`src/rtl/debounce_pkg.sv`:
```
// Shared types for the debounce block: FSM state encoding and event-counter sizing.
package debounce_pkg;

    typedef enum logic [1:0] {
        IDLE_LOW  = 2'd0,
        CHK_HIGH  = 2'd1,
        IDLE_HIGH = 2'd2,
        CHK_LOW   = 2'd3
    } deb_state_t;

    localparam int                   EVT_CNT_W   = 8;
    localparam logic [EVT_CNT_W-1:0] EVT_CNT_MAX = 8'hFF;

    function automatic logic is_chk(input deb_state_t st);
        return (st == CHK_HIGH) || (st == CHK_LOW);
    endfunction

endpackage

```
`src/rtl/sync_chain_rstn.sv`:
```
// Purpose: plain flop-chain synchronizer for a single asynchronous level.
// Latency: STAGES cycles from sampling edge to q.
// Backpressure: none; free-running level path.
module sync_chain_rstn #(
    parameter int STAGES = 2
) (
    input  logic clk,
    input  logic reset_n,
    input  logic d,
    output logic q
);

    generate
        if (STAGES < 2) begin : g_bad_stages
            $error("sync_chain_rstn: STAGES must be >= 2");
        end
    endgenerate

    logic [STAGES-1:0] sync_q;

    // No logic between stages so every flop after the first gets a full cycle to resolve.
    always_ff @(posedge clk or negedge reset_n) begin
        if (!reset_n) begin
            sync_q <= '0;
        end else begin
            sync_q <= {sync_q[STAGES-2:0], d};
        end
    end

    assign q = sync_q[STAGES-1];

endmodule

```
`src/rtl/debounce_sync_rstn.sv`:
```
// Purpose: synchronize + debounce a raw input into a level, latch strobe and rise/fall pulses.
// Latency: d_out moves SYNC_STAGES+DEBOUNCE_CYCLES edges after the new level is first sampled.
// Backpressure: none. Optional event counter enabled by DEBOUNCE_EVT_CNT_EN.
module debounce_sync_rstn
    import debounce_pkg::*;
#(
    parameter  int SYNC_STAGES     = 2,
    parameter  int DEBOUNCE_CYCLES = 16,
    localparam int CNT_W           = $clog2(DEBOUNCE_CYCLES) + 1
) (
    input  logic                 clk,
    input  logic                 reset_n,
    input  logic                 din_async,
`ifdef DEBOUNCE_EVT_CNT_EN
    input  logic                 evt_clr,
    output logic [EVT_CNT_W-1:0] evt_count,
`endif
    output logic                 d_out,
    output logic                 latch_en,
    output logic                 rise_pulse,
    output logic                 fall_pulse,
    output logic                 busy
);

    generate
        if (DEBOUNCE_CYCLES < 2) begin : g_bad_cycles
            $error("debounce_sync_rstn: DEBOUNCE_CYCLES must be >= 2");
        end
    endgenerate

    localparam logic [CNT_W-1:0] CNT_ONE  = CNT_W'(1);
    localparam logic [CNT_W-1:0] CNT_LAST = CNT_W'(DEBOUNCE_CYCLES - 1);

    logic       sync_s;
    deb_state_t state_q, state_d;
    logic [CNT_W-1:0] cnt_q, cnt_d;
    logic       dout_q, dout_d;
    logic       rise_q, rise_d;
    logic       fall_q, fall_d;
    logic       busy_q, busy_d;

    sync_chain_rstn #(
        .STAGES (SYNC_STAGES)
    ) u_sync (
        .clk     (clk),
        .reset_n (reset_n),
        .d       (din_async),
        .q       (sync_s)
    );

    always_comb begin
        state_d = state_q;
        cnt_d   = cnt_q;
        dout_d  = dout_q;
        rise_d  = 1'b0;
        fall_d  = 1'b0;
        case (state_q)
            IDLE_LOW: begin
                if (sync_s) begin
                    state_d = CHK_HIGH;
                    cnt_d   = CNT_ONE;
                end
            end
            CHK_HIGH: begin
                // Any reverted sample, even on the final count, discards the candidate edge.
                if (!sync_s) begin
                    state_d = IDLE_LOW;
                    cnt_d   = '0;
                end else if (cnt_q == CNT_LAST) begin
                    state_d = IDLE_HIGH;
                    cnt_d   = '0;
                    dout_d  = 1'b1;
                    rise_d  = 1'b1;
                end else begin
                    cnt_d   = cnt_q + CNT_ONE;
                end
            end
            IDLE_HIGH: begin
                if (!sync_s) begin
                    state_d = CHK_LOW;
                    cnt_d   = CNT_ONE;
                end
            end
            CHK_LOW: begin
                if (sync_s) begin
                    state_d = IDLE_HIGH;
                    cnt_d   = '0;
                end else if (cnt_q == CNT_LAST) begin
                    state_d = IDLE_LOW;
                    cnt_d   = '0;
                    dout_d  = 1'b0;
                    fall_d  = 1'b1;
                end else begin
                    cnt_d   = cnt_q + CNT_ONE;
                end
            end
            default: begin
                state_d = IDLE_LOW;
                cnt_d   = '0;
            end
        endcase
        busy_d = is_chk(state_d);
    end

    always_ff @(posedge clk or negedge reset_n) begin
        if (!reset_n) begin
            state_q <= IDLE_LOW;
            cnt_q   <= '0;
            dout_q  <= 1'b0;
            rise_q  <= 1'b0;
            fall_q  <= 1'b0;
            busy_q  <= 1'b0;
        end else begin
            state_q <= state_d;
            cnt_q   <= cnt_d;
            dout_q  <= dout_d;
            rise_q  <= rise_d;
            fall_q  <= fall_d;
            busy_q  <= busy_d;
        end
    end

    assign d_out      = dout_q;
    assign rise_pulse = rise_q;
    assign fall_pulse = fall_q;
    assign latch_en   = rise_q | fall_q;
    assign busy       = busy_q;

`ifdef DEBOUNCE_EVT_CNT_EN
    logic [EVT_CNT_W-1:0] evt_cnt_q, evt_cnt_d;

    // Updates on the same edge that raises latch_en; a coincident clear takes priority.
    always_comb begin
        evt_cnt_d = evt_cnt_q;
        if (evt_clr) begin
            evt_cnt_d = '0;
        end else if ((rise_d | fall_d) && (evt_cnt_q != EVT_CNT_MAX)) begin
            evt_cnt_d = evt_cnt_q + EVT_CNT_W'(1);
        end
    end

    always_ff @(posedge clk or negedge reset_n) begin
        if (!reset_n) begin
            evt_cnt_q <= '0;
        end else begin
            evt_cnt_q <= evt_cnt_d;
        end
    end

    assign evt_count = evt_cnt_q;
`endif

endmodule

```
`config.mk`:
```
export PLATFORM = sky130hd
export DESIGN_NAME = debounce_sync_rstn
export DESIGN_NICKNAME = d
export VERILOG_FILES = /design/src/rtl/debounce_pkg.sv /design/src/rtl/sync_chain_rstn.sv /design/src/rtl/debounce_sync_rstn.sv
export SDC_FILE = /design/constraint.sdc
export NUM_CORES = 1
export LEC_CHECK = 0
export ABC_CLOCK_PERIOD_IN_PS = 2900
export CORE_MARGIN = 1
export CORE_UTILIZATION = 40
export CTS_CLUSTER_DIAMETER = 40
export DETAILED_ROUTE_END_ITERATION = 12
export PLACE_DENSITY_LB_ADDON = 0.2
export SLEW_MARGIN = 5
export SYNTH_ARGS = -nofsm -noshare
export SYNTH_HDL_FRONTEND = slang
export SYNTH_SLANG_ARGS = --single-unit
```
`constraint.sdc`:
```
create_clock -name clk -period 2.9 [get_ports clk]
set_clock_uncertainty 0.15 [all_clocks]
set_input_delay 0.58 -clock clk [delete_from_list [all_inputs] [get_ports clk]]
set_output_delay 0.58 -clock clk [all_outputs]
set_load 0.03 [all_outputs]
```
==> results.json, run 1 <==
{
  "finalNetCount": 63,
  "cts_inserted_buffers": 3,
  "worstMarginPinSlew_ns": 0.516,
  "cts.clk_slew.worst_paths_ns": 0.07,
  "drive_above_1_share_pct": 10.3,
  "rsz0062_at_grt": "false",
  "avgViaCountPerCell": 5.26,
  "max_freq_ghz": 0.434,
  "insertion_delay_ns": 0.27,
  "area_growth_pct": 23.0,
  "cp_data_arrival_time_ns": 1.57,
  "grt.overflow.total": 0,
  "final_antenna_net_count": 0,
  "routed_wl_um": 872,
  "core_area_um2": 1160,
  "dp_hpwl_um": 639,
  "cts_tree": "built",
  "syn_avg_cell_area_um2": 10.9,
  "drc_errors": 0,
  "ctsHoldBuffers": 0,
  "reg2reg_slack_ns": 1.42,
  "vias": 379,
  "period_needed_ns": 2.30,
  "ys_ff_latch": 12,
  "numPortBuffers": 7,
  "setup_tns_ns": 0,
  "synth.distinct_cells": 21,
  "ir_drop_mv": 0.348,
  "seq_area_frac_synth_pct": 57.4,
  "placed_area_um2": 607,
  "drv_slew": 0,
  "pre_cts_slack_ns": 0.895,
  "grt_pass1_wl_mm": 1.46,
  "n_antenna_cell": 0,
  "crit_type": "reg2out",
  "crit_family": "buffers and inverters",
  "cts.sinks": 12,
  "drtIter0Drc": 7,
  "netlist_instances": 48,
  "setup_ws_ns": 0.598,
  "timing.hold.ws_ns": 0.199,
  "slew_headroom_pct": 65.5,
  "grt_pass1_vias": 354,
  "multi_input_area_um2": 211,
  "grt_max_degree": 15,
  "powerDensity_nw_per_um2": 522,
  "grt_usage_pct": 15.2,
  "path_cells": "clkdlybuf4s50_1",
  "layout_common_cells": "dfrtp_1, clkdlybuf4s50_1, nand2_1, nand3_1, o21ai_0",
  "cts_resized": 0,
  "outcome": "complete, no violations",
  "n_fill_cell": 104,
  "fin_crit_sh_pct": 79.4,
  "final_common_cell": "dfrtp_1",
  "io-pin-count": 8,
  "routabilityCongestion": 0.800,
  "cp.required_ns": 2.17,
  "drt-pass1-iter-count": 4,
  "path_max_fanout": 14,
  "wl_per_cell_um": 12.1,
  "hp-class": "reg2reg",
  "max_stage_delay_ns": 0.74,
  "netlist_area_um2": 523,
  "crit_buf_inv": 1,
  "post_cts_buffers": 0,
  "htree_num_levels": 1,
  "yosys_warnings": 0,
  "initial_core_util_pct": 45.2,
  "synth_fp_nets": 52,
  "die_w_um": 38.2,
  "maxCapViolCount": 0,
  "finalHoldViolCount": 0,
  "clock_path_buffers": 2,
  "cp-end-kind": "output port",
  "regArea_um2": 300,
  "core.rowCount": 12,
  "cp_slowest_cell": "clkdlybuf4s50_1",
  "critPathLaunchType": "flop",
  "dieArea_um2": 1460,
  "dieHeight_um": 38.2,
  "cts-root-buf": "clkbuf_4",
  "fin_area_um2": 643,
  "p_leak_uw": 0.000289,
  "antenna_found_initial": 0,
  "setup_violations": 0
}
cells by family (layout without fill, tap and decap cells):
| kind of cell | Yosys count | in the layout | share of synthesized area (%) |
|---|---|---|---|
| muxes | 1 | 1 | 1.91 |
| xor gates and xnor gates | 4 | 4 | 8.14 |
| AOI/OAI and AO/OA | 10 | 10 | 11.0 |
| DFF | 12 | 12 | 57.4 |
| and+or+nand+nor | 17 | 17 | 17.0 |
| adders and majority gates | 1 | 1 | 2.39 |
| buffers and inverters | 3 | 13 | 2.15 |
per-layer routing:
layer  track usage, %  part of all wire (%)  up-vias  routed length (um)
li1                 -                     -      185                   -
met1             16.0                    42      179                 369
met2             26.3                    51       13                 441
met3             6.98                   6.3        2                  55
met4             5.36                  0.69        0                   6
met5                0                     0        -                   0
flip-flops by register name, summed over array words and instances, names as in the netlist:
register,flops
busy,1
u_sync.sync_q,2
state_q,1
rise_pulse,1
fall_pulse,1
d_out,1
cnt_q,5
report_power, final:
part	switching, uW	leakage [uW]	internal [uW]
Combinational	13.7	0.000110	11.8
Clock	51.1	0.0000210	76.3
Sequential	8.97	0.000157	174
metrics by stage:
step / instances / power, uW / utilization (%)
2_1_floorplan: 48 / 200 / -
3_3_place_gp: 68 / 210 / 52.5
3_5_place_dp: 68 / 212 / 52.5
4_1_cts: 72 / 339 / 55.6
5_1_grt: 72 / 352 / 55.6
6_report: 72 / 336 / 55.6
area by class of cell:
cell class	count	share of cell area, %
inverter	2	1.17
sequential	12	46.7
multi-input combinational	33	32.9
tap	14	2.72
clock buffer	4	5.64
timing repair buffer	7	10.9
synthesized netlist by cell type:
library cell / count / area share (%)
dfrtp_1: 12 / 57
nand2_1: 5 / 3.6
nand3_1: 5 / 4.8
o21ai_0: 4 / 3.8
a21oi_1: 2 / 1.9
inv_1: 2 / 1.4
nor3_1: 2 / 1.9
o21a_1: 2 / 2.9
xor2_1: 2 / 3.3
a31oi_1: 1 / 1.2
and3_1: 1 / 1.2
and4b_1: 1 / 1.9
clkbuf_1: 1 / 0.72
ha_1: 1 / 2.4
mux2i_1: 1 / 1.9
nand4b_1: 1 / 1.7
nor2_1: 1 / 0.72
o22ai_1: 1 / 1.2
or2_2: 1 / 1.2
xnor2_1: 1 / 1.7
xor2_2: 1 / 3.1
worst paths after layout:
check,from,endpoint,cells past startpoint
setup / recovery,busy,busy,1
hold / removal,u_sync.sync_q[0],u_sync.sync_q[1],0
setup reg to reg,cnt_q[0],state_q[1],4
hold reg to reg,u_sync.sync_q[0],u_sync.sync_q[1],0
max in group asynchronous,reset_n,cnt_q[0],1
min in group asynchronous,reset_n,rise_pulse,1
Note: power is estimated with default switching activity, not from simulation.
==> run 2, diff against run 1 <==
ABC_CLOCK_PERIOD_IN_PS = 2210   (was 2900)
clock period = 2.21 ns   (was 2.9 ns; I/O delays follow)
==> results.json, run 2 (synthesis gave the netlist of run 1 again) <==
{
  "outcome": "complete, no violations",
  "area_growth_pct": 21.8,
  "drc_errors": 0,
  "ir_drop_mv": 0.339,
  "cp_data_arrival_time_ns": 1.51,
  "crit_start": "fall_pulse",
  "wl_met2_um": 413,
  "grt.overflow.total": 0,
  "cts_tree": "built",
  "htree_num_levels": 1,
  "dieArea_um2": 1460,
  "multi_input_area_um2": 211,
  "fin_crit_sh_pct": 95.2,
  "insertion_delay_ns": 0.26,
  "wl_met1_um": 394,
  "grt_pass1_wl_mm": 1.50,
  "routed_wl_um": 861,
  "cts_resized": 0,
  "dp.cells": 69,
  "worstMarginPinSlew_ns": 0.516,
  "initial_core_util_pct": 45.2,
  "grt_pass1_vias": 387,
  "max_freq_ghz": 0.476,
  "largest_register_ffs": 5,
  "internal_power_uw": 308,
  "p_switching_uw": 96.7,
  "drv_slew": 0,
  "final_antenna_net_count": 0,
  "vias": 370,
  "r2r_start": "cnt_q[0]",
  "cp.required_ns": 1.62,
  "layout_common_cells": "dfrtp_1, clkdlybuf4s50_1, nand2_1, nand3_1, o21ai_0",
  "dieHeight_um": 38.2,
  "powerDensity_nw_per_um2": 635,
  "drive_above_1_share_pct": 10.3,
  "critPathLaunchType": "flop",
  "io-pin-count": 8,
  "regArea_um2": 300,
  "cts_inserted_buffers": 3,
  "drt-pass1-iter-count": 4,
  "dr.max_layer_used": "met4",
  "maxCapViolCount": 0,
  "finalHoldViolCount": 0,
  "setup_violations": 0,
  "numPortBuffers": 7,
  "cts-root-buf": "clkbuf_4",
  "grt_max_degree": 14,
  "final_cells": 72,
  "cp-end-kind": "output port",
  "n_antenna_cell": 0,
  "drtIter0Drc": 4,
  "crit_type": "reg2out",
  "top_regs": "cnt_q x5, u_sync.sync_q x2",
  "path_max_fanout": 2,
  "wl_per_cell_um": 12.0,
  "grt_usage_pct": 16.2,
  "wl_met3_um": 37,
  "antenna_found_initial": 0,
  "setup_tns_ns": 0,
  "routabilityCongestion": 0.818,
  "p_comb_share_pct": 9.1,
  "regMostFlops": "cnt_q",
  "p_leak_uw": 0.000286,
  "finalNetCount": 64,
  "cts.clk_slew.worst_paths_ns": 0.07,
  "slew_headroom_pct": 65.5,
  "rsz0062_at_grt": "false",
  "p_clk_share_pct": 32.3,
  "n_fill_cell": 113,
  "dp_hpwl_um": 611,
  "post_cts_buffers": 0,
  "final_common_cell": "dfrtp_1",
  "cts.sinks": 12,
  "hp-class": "reg2reg",
  "ctsHoldBuffers": 0,
  "die_w_um": 38.2,
  "period_needed_ns": 2.10,
  "swShare_pct": 23.9,
  "p_seq_share_pct": 58.6,
  "avgViaCountPerCell": 5.14,
  "clock_path_buffers": 2,
  "core_area_um2": 1160,
  "min_from": "u_sync.sync_q[0]",
  "core.rowCount": 12
}
-- run 2: cell types whose count changed in the layout (fill, tap and decap cells not counted), sizes merged --
cell / change
clkbuf: -1
buf: +1
-- run 2: area by class of cell --
class,count,area share (%)
multi-input cells,33,33.2
flip-flops and latches,12,47.2
clock buffers,3,3.54
repair buffers,8,12.2
well taps,14,2.75
inverters,2,1.18
-- run 2: worst paths after layout --
| path | cells past startpoint | slack, ns | to |
|---|---|---|---|
| setup / recovery | 2 | 0.11 | latch_en |
| hold / removal | 0 | 0.20 | u_sync.sync_q[1] |
| setup reg to reg | 4 | 0.78 | state_q[1] |
| hold reg to reg | 0 | 0.20 | u_sync.sync_q[1] |
| max in group asynchronous | 1 | 1.20 | cnt_q[4] |
| min in group asynchronous | 1 | 0.37 | d_out |
-- run 2: power by group through the flow --
stage	clock network, uW	logic [uW]	registers [uW]
2_1_floorplan	0	20.3	242
3_3_place_gp	0	36.4	241
3_5_place_dp	0	37.2	241
4_1_cts	137	37.3	237
5_1_grt	146	41.9	239
6_report	131	36.6	237
-- run 2: critical path, cell delays in order, from the launching register on --
cell	delay [ns]
dfrtp_1	0.37
or2_2	0.28
clkdlybuf4s50_1	0.59
-- run 2: layer usage --
metal  up-vias  global-route usage [%]
met1       171                    17.2
li1        188                       -
met2         9                    25.8
met3         2                    5.23
met4         0                    13.4
met5         -                       0
-- run 2: through the flow --
step / worst slack (ns) / utilization [%] / cell area [um^2] / power (uW) / hold WS, ns
final: 0.107 / 55.1 / 637 / 404 / 0.201
after floorplan: 0.735 / - / 523 / 263 / -0.00359
after global routing: 0.0551 / 55.1 / 637 / 427 / 0.213
after CTS: 0.0924 / 55.1 / 637 / 411 / 0.202
after detailed placement: 0.393 / 53.1 / 614 / 279 / 0.185
after global placement: 0.403 / 53.1 / 614 / 278 / 0.185
==> run 3, diff against run 2 <==
CORE_MARGIN = 2   (was 1)
==> results.json, run 3 (synthesis gave the netlist of run 1 again) <==
{
  "n_antenna_cell": 0,
  "antenna_found_initial": 0,
  "hold_depth": 0,
  "numPortBuffers": 7,
  "cts_resized": 0,
  "io-pin-count": 8,
  "outcome": "complete, no violations",
  "grt_pass1_vias": 343,
  "area_growth_pct": 24.6,
  "cts.clk_slew.worst_paths_ns": 0.07,
  "ir_drop_mv": 0.414,
  "drv_slew": 0,
  "regMostFlops": "cnt_q",
  "fin_area_um2": 652,
  "core_area_um2": 1250,
  "period_needed_ns": 2.11,
  "path_cells": "or2_2 > clkdlybuf4s50_1",
  "r2r_start": "cnt_q[0]",
  "maxCapViolCount": 0,
  "core.rowCount": 13,
  "dieHeight_um": 40.2,
  "min_from": "u_sync.sync_q[0]",
  "crit_buf_inv": 1,
  "routabilityCongestion": 0.769,
  "fin_crit_sh_pct": 95.4,
  "cts-root-buf": "clkbuf_4",
  "r2r-end": "state_q[1]",
  "drc_errors": 0,
  "final_common_cell": "dfrtp_1",
  "max_stage_delay_ns": 0.59,
  "critPathLaunchType": "flop",
  "htree_num_levels": 1,
  "ctsHoldBuffers": 0,
  "drtIter0Drc": 10,
  "layout_common_cells": "dfrtp_1, clkdlybuf4s50_1, nand2_1, nand3_1, o21ai_0",
  "grt_usage_pct": 13.6,
  "crit_family": "buffers and inverters",
  "finalNetCount": 64,
  "max_freq_ghz": 0.474,
  "avgViaCountPerCell": 5.22,
  "rsz0062_at_grt": "false",
  "setup_violations": 0,
  "slew_headroom_pct": 65.4,
  "grt_pass1_wl_mm": 1.36,
  "cts_tree": "built",
  "n_fill_cell": 116,
  "cts.sinks": 12,
  "drt-pass1-iter-count": 4,
  "worstMarginPinSlew_ns": 0.517,
  "wl_per_cell_um": 11.4,
  "reg2reg_slack_ns": 0.77,
  "grt_max_degree": 14,
  "cp_slowest_cell": "clkdlybuf4s50_1",
  "cp.required_ns": 1.62,
  "path_max_fanout": 2,
  "dieArea_um2": 1610,
  "setup_tns_ns": 0,
  "clock_path_buffers": 2,
  "cts_inserted_buffers": 3,
  "crit_type": "reg2out",
  "placed_area_um2": 616,
  "largest_register_ffs": 5,
  "p_leak_uw": 0.000293,
  "post_cts_buffers": 0,
  "drive_above_1_share_pct": 11.9,
  "cp-end-kind": "output port",
  "insertion_delay_ns": 0.27,
  "final_antenna_net_count": 0,
  "die_w_um": 40.2,
  "hp-class": "reg2reg",
  "vias": 386,
  "cp_data_arrival_time_ns": 1.52,
  "finalHoldViolCount": 0,
  "top_regs": "cnt_q x5, u_sync.sync_q x2",
  "initial_core_util_pct": 41.8,
  "grt.overflow.total": 0,
  "min_to": "u_sync.sync_q[1]",
  "reg2reg_depth": 4,
  "powerDensity_nw_per_um2": 682,
  "multi_input_area_um2": 211,
  "routed_wl_um": 845,
  "regArea_um2": 300
}
-- run 3: changes by cell type in the layout (fill, tap and decap cells not counted) --
| cell | delta |
|---|---|
| clkbuf_8 | +1 |
-- run 3: cell type report --
| type | count | area share [%] |
|---|---|---|
| Clock buffer | 4 | 5.57 |
| Tap cell | 15 | 2.88 |
| Inverter | 2 | 1.15 |
| Sequential cell | 12 | 46.1 |
| Multi-Input combinational cell | 33 | 32.4 |
| Timing Repair Buffer | 8 | 11.9 |
-- run 3: stage by stage --
step	setup slack, ns	utilization [%]	instances	power [uW]	hold WS [ns]
after floorplan	0.735	-	48	263	-0.00359
after CTS	0.0939	52.0	74	450	0.208
final	0.102	52.0	74	444	0.205
after global routing	0.0376	52.0	74	468	0.223
after global placement	0.401	49.2	70	278	0.185
after detailed placement	0.393	49.2	70	279	0.191
-- run 3: how the worst max path moves through the flow --
stage,start,to,slack [ns],cells after the start
2_1_floorplan,fall_pulse,latch_en,0.74,1
3_3_place_gp,fall_pulse,latch_en,0.40,2
3_5_place_dp,fall_pulse,latch_en,0.39,2
4_1_cts,fall_pulse,latch_en,0.09,2
5_1_grt,fall_pulse,latch_en,0.04,2
6_report,fall_pulse,latch_en,0.10,2
-- run 3: power breakdown --
part | total [uW] | internal [uW] | leakage, uW | switching [uW]
Sequential | 237 | 228 | 0.000157 | 8.77
Combinational | 36.4 | 16.2 | 0.000115 | 20.1
Clock | 171 | 100 | 0.0000210 | 70.9
-- run 3: layer usage --
layer  vias to the layer above  GRT usage (%)  share of wire [%]
met5                         -              0                  0
met4                         0           10.3               0.83
met3                         2           5.00                4.9
met2                        10           19.8                 46
met1                       186           16.3                 48
li1                        188              -                  -
